`config.mk`:
```
export PLATFORM = sky130hd
export DESIGN_NAME = pcs_stack
export DESIGN_NICKNAME = d
export VERILOG_FILES = /design/src/rtl/pcs_stack.sv
export SDC_FILE = /design/constraint.sdc
export NUM_CORES = 1
export LEC_CHECK = 0
export CAP_MARGIN = 0
export CORE_UTILIZATION = 23
export CTS_BUF_LIST = sky130_fd_sc_hd__clkbuf_16
export CTS_CLUSTER_DIAMETER = 200
export DETAILED_ROUTE_END_ITERATION = 8
export SLEW_MARGIN = 10
export SYNTH_ARGS = -nofsm -noshare
export SYNTH_HDL_FRONTEND = slang
export SYNTH_SLANG_ARGS = --single-unit
```
`constraint.sdc`:
```
create_clock -name clk -period 4.9 [get_ports clk]
set_input_delay 1.225 -clock clk [delete_from_list [all_inputs] [get_ports clk]]
set_output_delay 1.225 -clock clk [all_outputs]
set_load 0.01 [all_outputs]
```
`src/rtl/pcs_stack.sv`:
```
// pcs_stack -- program counter with a circular return-address stack.
//
// Optional feature: define PCS_RELATIVE_BRANCH_EN to make PCsrc=11 a
// PC-relative branch (PC + signed ImR). Undefined, mode 11 behaves as
// mode 00 and no relative adder is built.
//
// Ports:
//   clk, reset           clock, synchronous active-high reset
//   writePC              PC update enable (also qualifies call/ret)
//   PCsrc[1:0]           00 seq/branch, 01 ImR, 10 return (RA), 11 relative
//   conditionalBop       taken flag, redirects mode 00 to ImR
//   call, ret            push PC_1 / pop the return-address stack
//   restore, RArestore   overwrite stack top (push if empty), ignores writePC
//   ImR                  immediate target or offset
//   PC, PC_1, RA         program counter, PC+1, stack top (0 when empty)
//   depth, full, empty   stack occupancy
//   overflow, underflow  sticky error flags, cleared only by reset
module pcs_stack #(
  parameter int unsigned       WIDTH    = 16,
  parameter int unsigned       DEPTH    = 8,
  parameter logic [WIDTH-1:0]  RESET_PC = '0
) (
  input  logic                     clk,
  input  logic                     reset,
  input  logic                     writePC,
  input  logic [1:0]               PCsrc,
  input  logic                     conditionalBop,
  input  logic                     call,
  input  logic                     ret,
  input  logic                     restore,
  input  logic [WIDTH-1:0]         RArestore,
  input  logic [WIDTH-1:0]         ImR,
  output logic [WIDTH-1:0]         PC,
  output logic [WIDTH-1:0]         PC_1,
  output logic [WIDTH-1:0]         RA,
  output logic [$clog2(DEPTH):0]   depth,
  output logic                     full,
  output logic                     empty,
  output logic                     overflow,
  output logic                     underflow
);

  localparam int unsigned AW = $clog2(DEPTH);
  localparam int unsigned DW = AW + 1;

  typedef enum logic [1:0] {
    PC_SEQ = 2'b00,
    PC_IMM = 2'b01,
    PC_RET = 2'b10,
    PC_REL = 2'b11
  } pc_mode_t;

  pc_mode_t          mode;
  logic [WIDTH-1:0]  mem [DEPTH];
  logic [AW-1:0]     sp;        // next free slot; wraps so a full push hits the oldest entry
  logic [AW-1:0]     top_idx;
  logic [WIDTH-1:0]  pc_next;
  logic [WIDTH-1:0]  push_val;
  logic              do_push, do_replace, do_pop;
  logic              ovf_set, unf_set, pc_en;

  assign mode    = pc_mode_t'(PCsrc);
  assign PC_1    = PC + WIDTH'(1);
  assign top_idx = sp - AW'(1);
  assign full    = (depth == DW'(DEPTH));
  assign empty   = (depth == '0);
  assign RA      = empty ? '0 : mem[top_idx];

  // Stack operation decode; restore overrides call/ret and ignores writePC.
  always_comb begin
    do_push    = 1'b0;
    do_replace = 1'b0;
    do_pop     = 1'b0;
    ovf_set    = 1'b0;
    unf_set    = 1'b0;
    push_val   = PC_1;
    if (restore) begin
      push_val = RArestore;
      if (empty) do_push    = 1'b1;
      else       do_replace = 1'b1;
    end else if (writePC) begin
      if (call && ret) begin
        if (empty) do_push    = 1'b1;
        else       do_replace = 1'b1;
      end else if (call) begin
        do_push = 1'b1;
        ovf_set = full;
      end else if (ret) begin
        if (empty) unf_set = 1'b1;
        else       do_pop  = 1'b1;
      end
    end
  end

  // A pop from an empty stack changes nothing but the underflow flag, PC included.
  always_comb begin
    pc_next = PC_1;
    case (mode)
      PC_IMM:  pc_next = ImR;
      PC_RET:  pc_next = RA;
`ifdef PCS_RELATIVE_BRANCH_EN
      PC_REL:  pc_next = PC + ImR;
`endif
      default: pc_next = conditionalBop ? ImR : PC_1;
    endcase
    pc_en = writePC && !unf_set;
  end

  always_ff @(posedge clk) begin
    if (reset) begin
      PC        <= RESET_PC;
      sp        <= '0;
      depth     <= '0;
      overflow  <= 1'b0;
      underflow <= 1'b0;
    end else begin
      if (pc_en) PC <= pc_next;
      if (do_push) begin
        sp <= sp + AW'(1);
        if (!full) depth <= depth + DW'(1);
      end else if (do_pop) begin
        sp    <= sp - AW'(1);
        depth <= depth - DW'(1);
      end
      if (ovf_set) overflow  <= 1'b1;
      if (unf_set) underflow <= 1'b1;
    end
  end

  // Stack storage is not cleared by reset.
  always_ff @(posedge clk) begin
    if (!reset) begin
      if (do_push)         mem[sp]      <= push_val;
      else if (do_replace) mem[top_idx] <= push_val;
    end
  end

endmodule

```
; Yosys cells after proc, flatten, opt, wreduce, memory -nomap -nowiden
; Memories as Yosys holds them, arrays and structs flattened.
; Cells that the tools add are included.
; W data, S select, Z words.
[word_totals]
mem_bits_rw = 128
output_inout_bits = 56
mem_count = 1
reg_bits = 25
[memory_table]
columns = name, words, width, rd, rd_ports_with_merged_regs, write_ports, line
row1 = mem, 8, 16, 1, 0, 1, 54  ; logic [WIDTH-1:0] mem [DEPTH];
[op_classes]
n_eq_ne = 4
mux = 42
add_sub_neg = 5
reduce_logical = 7
[ops]
columns = cell, n
row1 = $mux W16, 4
row2 = $pmux W16 S2, 1
row3 = $mux W1, 31
row4 = $add A16 B1 Y16 const B, 1
row5 = $reduce_or A16 Y1, 1
row6 = $mux W4, 3
row7 = $mux W3, 3
row8 = $add A4 B1 Y4 const B, 1
row9 = $eq A4 B4 Y1 const B, 1
row10 = $logic_not A4 Y1, 1
row11 = $sub A4 B1 Y4 const B, 1
row12 = $add A3 B1 Y3 const B, 1
row13 = $sub A3 B1 Y3 const B, 1
row14 = $eq A2 B1 Y1 const B, 1
row15 = $eq A2 B2 Y1 const B, 1
row16 = $logic_and A1 B1 Y1, 2
row17 = $ne A2 B2 Y1 const B, 1
row18 = $reduce_and A2 Y1, 1
row19 = $reduce_bool A2 Y1, 1
row20 = $logic_not A1 Y1, 1

; Depth between registers and ports, before layout
; Gate-level depths: netlist of run 1.
[logic_depth]
word_depth = 11
depth_mapped = 11
depth_no_buf = 9

; Least setup slack after synthesis of run 1
; No wires, ideal clock.
[synth_path]
kind = register to output
startpoint = reg sp[0]
endpoint = out RA[6]
path_buffers = 2
path_stages_with_launch = 9
slack_ps = 1177
arrival_time_ps = 2498
cell_sequence = dfxtp_1 buf_2 clkinv_1 ha_1 inv_2 buf_2 mux4_2 nand2b_1 and3_1
[synth_between]
elab_chain_len = 3
[synth_lines]
columns = element, line
row1 = "start, declared", 55  ; logic [AW-1:0] sp;
row2 = "start signal, assigned", 119  ; sp <= sp + AW'(1);
row3 = "start signal, assigned", 122  ; sp <= sp - AW'(1);
row4 = $sub A3 B1 Y3, 64  ; assign top_idx = sp - AW'(1);
row5 = $mem_v2 Z8 W16, -
row6 = $mux W16, 67  ; assign RA = empty ? '0 : mem[top_idx];
row7 = "end, declared", 35  ; output logic [WIDTH-1:0] RA,
; Every way passes these cells.

; Final worst setup path of run 1
; Ends and elaborated chain as after synthesis.

==> summary.md, run 1 <==
| Metric | Value |
|---|---|
| Max Slew Vio Count | `0` |
| HP Class | `reg -> reg` |
| Area contributors post-synth | `edfxtp_1 (52%), mux4_2 (8.6%), dfxtp_1 (6.8%)` |
| Core area | `between 0.03 and 0.04 sq mm` |
| Via density | `4.86` |
| Die Area | `roughly 0.033 sq mm` |
| Switch Pwr | `1790 uW` |
| Pre-Repair DR Iteration Count | `5` |
| DP Cell Count | `1036` |
| Slew margin rel. | `0.392` |
| Post-layout min period | `~4400 ps` |
| Die Y | `181 microns` |
| Crit end category | `primary output` |
| Slew of the pin with the lowest slew margin | `roughly 900 ps` |
| WL per Instance | `20.8 microns` |
| FILL cells | `between 3000 and 4000` |
| Clk buf depth | `2` |
| Port buffer count | `96` |
| Overflow after GRT | `0` |
| Clk_lat worst skew | `420 ps` |
| Clock skew | `7.75 ps` |
| Post-synth ARST share | `0` |
| WP data required | `3670 ps` |
| CP max FO | `9` |
| Post-synthesis compound-gate area fraction | `0.0945` |
| Drt total wl | `22.2 mm` |
| Post-synth top area cell | `edfxtp_1` |
| Reg2reg start | `depth[1]$_SDFFE_PP0P_` |
| Syn_nets | `596` |
| Synth Area in XOR/XNOR | `0.0237` |
| Status | `completed` |
| Peak supply drop | `254 uV` |
| Pwr Density | `542 mW/mm^2` |
| Cts hold-fix bufs | `0` |
| Gate power share | `0.415` |
| Final period util | `0.905` |
| Net Sw Frac | `0.354` |
| CTS buffer count | `17` |
| ANT nets after route | `0` |
| Final non-filler cell total | `1067` |
| Int Pwr | `~3300 uW` |
| Max cap viols | `0` |
| Resize count post-CTS | `0` |
| Diodes inserted | `0` |
| Global-route usage over all layers | `0.139` |
| CTS root buf | `clkbuf_16` |
| Initial antenna violation count | `0` |
| Number of DRC markers in iteration 0 | `625` |
| Cell Rows | `65` |
| Synth Cell Area | `0.00735 sq mm` |
| Hpwl dp | `15.4 mm` |
| Synth Warn # | `0` |
| Largest net degree at the start of global routing | `32` |
| P_leak | `0.00311 uW` |
| RR Endpoint | `depth[2]$_SDFFE_PP0P_` |
| Ys flop type | `edfxtp_1` |
| Hold path startpoint | `overflow$_SDFFE_PP0P_` |
| Area Overhead vs Synth | `27.2%` |
| Setup violations, final | `0` |
| Cells after Synth | `549` |
| # IOs | `a little under 100` |
| Nets@finish | `700` |
| CTS HTree Levels | `4` |
| Routed vias | `5186` |
| Post-CTS Setup Repair Bufs | `0` |
| Vias in the first global route | `5005` |
| Reg clk slew, reported paths | `60 ps` |
| Sink Count | `~150` |
| Share of the synthesized area in the top cell type | `0.523` |
| Number of synthesized flops with an enable pin | `128` |
| Multiplexer area fraction after synthesis | `0.133` |
| Register-to-Register Path Depth | `9` |
| Synth Area in Simple Gates | `0.115` |
| Syn_area_per_cell | `roughly 13 sq um` |
| R2R setup slack | `~1800 ps` |
| Worst setup SP type | `flop` |
| Yosys reg bits | `roughly 150` |
| Post-synth cell types | `75` |
| Layout cells sized above 1 | `0.168` |
| Worst hold endpoint | `overflow$_SDFFE_PP0P_` |
| Seq pwr share | `0.335` |
| Setup_tns | `0 ps` |
| RSZ-0062 raised after global routing | `no` |
| DR DRC count | `0` |
| DP Worst Slack | `906 ps` |
| Initial Util | `0.234` |
| Placer Congestion | `0.818` |
| Largest family of logic cells by synthesized area | `multiplexers` |
| Crit path arrival time | `3210 ps` |
| Fmax | `about 0.23 GHz` |
| Final core utilization | `0.297` |
| Clk pwr share | `0.250` |
| Final Hold Fails | `0` |
| Final WS setup | `approximately 460 ps` |
| First-pass GRT wire length | `32.8 mm` |
| Hold depth | `2` |
| Synth Area in Adders | `0.0102` |
| CTS tree | `built` |
| Die W | `181 microns` |
| Seq/Total Area, Yosys | `0.591` |
| Crit path kind | `reg -> out` |
cell usage in the layout (no fill, tap or decap), types with 5 or more instances in the layout:
cell	netlist	final
edfxtp_1	128	128
clkdlybuf4s50_1	0	96
nand2_1	50	50
nor2_1	42	42
mux4_2	28	28
a21oi_1	26	26
dfxtp_1	25	24
buf_4	4	21
mux2_2	18	18
nor3_1	17	17
clkbuf_16	0	17
nand3_1	13	13
mux2i_1	13	13
inv_1	9	12
xnor2_1	12	12
o21ai_0	12	12
nand2b_1	8	8
xor2_1	6	6
ha_1	6	6
o21a_1	5	5
and3_1	5	5
or3_1	5	5
a221oi_1	5	5
routing by layer:
| layer | up-vias | part of all wire | track usage | wire length, microns |
|---|---|---|---|---|
| li1 | 2333 | - | - | - |
| met1 | 2626 | 0.46 | 0.198 | 10200 |
| met2 | 212 | 0.46 | 0.211 | 10200 |
| met3 | 15 | 0.071 | 0.0323 | 1570 |
| met4 | 0 | 0.0082 | 0.0315 | 182 |
| met5 | - | 0 | 0 | 0 |
worst max path at each step:
stage	startpoint	end	slack, ps
CTS	sp[0]$_SDFFE_PP0P_	RA[6]	440
global placement	sp[0]$_SDFFE_PP0P_	RA[1]	960
finish	sp[0]$_SDFFE_PP0P_	RA[6]	460
global route	sp[0]$_SDFFE_PP0P_	RA[6]	310
floorplan	sp[0]$_SDFFE_PP0P_	RA[6]	1180
detailed placement	sp[0]$_SDFFE_PP0P_	RA[6]	910
through the flow:
stage                     hold WS [ps]  total power (uW)  cell area [sq um]
after floorplan                    505              3010               7350
after global placement             457              3830               8790
after detailed placement           461              3840               8790
after CTS                          476              5110               9350
after global routing               524              5320               9350
final                              475              5060               9350
synth_stat cells (3+ instances only):
| cell type | number |
|---|---|
| o21a_1 | 5 |
| a21oi_1 | 26 |
| nor3_1 | 17 |
| xnor2_1 | 12 |
| dfxtp_1 | 25 |
| a211o_1 | 3 |
| buf_2 | 5 |
| mux4_2 | 28 |
| nand4_1 | 3 |
| o31ai_1 | 3 |
| edfxtp_1 | 128 |
| xor2_1 | 6 |
| a32oi_1 | 4 |
| or2_2 | 3 |
| o22ai_1 | 3 |
| clkbuf_1 | 14 |
| mux2_2 | 18 |
| buf_4 | 4 |
| nand2_1 | 50 |
| o2bb2ai_1 | 3 |
| nor2_1 | 42 |
| mux2i_1 | 13 |
| nor3b_1 | 4 |
| and3_1 | 5 |
| ha_1 | 6 |
| nand3_1 | 13 |
| a2bb2oi_1 | 3 |
| a31oi_1 | 4 |
| a221oi_1 | 5 |
| inv_1 | 9 |
| buf_6 | 4 |
| nor2b_1 | 3 |
| nor4_1 | 3 |
| or3_1 | 5 |
| o21ai_0 | 12 |
| nand2b_1 | 8 |
| buf_1 | 3 |
kinds of logic after synthesis:
| family | after synthesis |
|---|---|
| adders and majority gates | 6 |
| buffers and inverters | 44 |
| DFF | 153 |
| xor gates and xnor gates | 19 |
| muxes | 60 |
| and+or+nand+nor | 171 |
| AOI/OAI and AO/OA | 96 |
power groups by stage:
stage	Clock, uW	Combinational, uW	Sequential [uW]
global route	1340	2270	1710
detailed placement	0	2120	1720
global placement	0	2120	1720
finish	1270	2100	1700
CTS	1290	2130	1690
floorplan	0	1310	1700
state kept, by name, indices dropped and copies added, names as in the netlist:
register   cells
mem          128
PC            16
depth          4
sp             3
overflow       1
underflow      1
worst max-delay path, cell delays in order, from the launching register on:
cell and delay (ps):
dfxtp_2 320, clkinv_1 190, ha_1 390, xnor2_1 530, buf_4 300, nand2_1 70
a32oi_1 200, and3_1 220, clkdlybuf4s50_1 550
area by class of cell:
| cell class | instances | area (sq um) | share of cell area |
|---|---|---|---|
| well taps | 402 | 503 | 0.0538 |
| clock inverters | 14 | 131 | 0.0141 |
| clock buffers | 17 | 425 | 0.0455 |
| repair buffers | 117 | 1120 | 0.120 |
| flip-flops and latches | 153 | 4350 | 0.465 |
| inverters | 12 | 57.6 | 0.00616 |
| multi-input cells | 352 | 2760 | 0.296 |
No activity file was read; power rests on OpenSTA's default activity.
==> run 2, diff against run 1 <==
--- a/config.mk
+++ b/config.mk
@@ -5,6 +5,7 @@
 export SDC_FILE = /design/constraint.sdc
 export NUM_CORES = 1
 export LEC_CHECK = 0
+export ABC_AREA = 0
 export CAP_MARGIN = 0
 export CORE_UTILIZATION = 23
 export CTS_BUF_LIST = sky130_fd_sc_hd__clkbuf_16
==> results of run 2 <==
The final DEF is identical to that of run 1; final timing and power are the same.
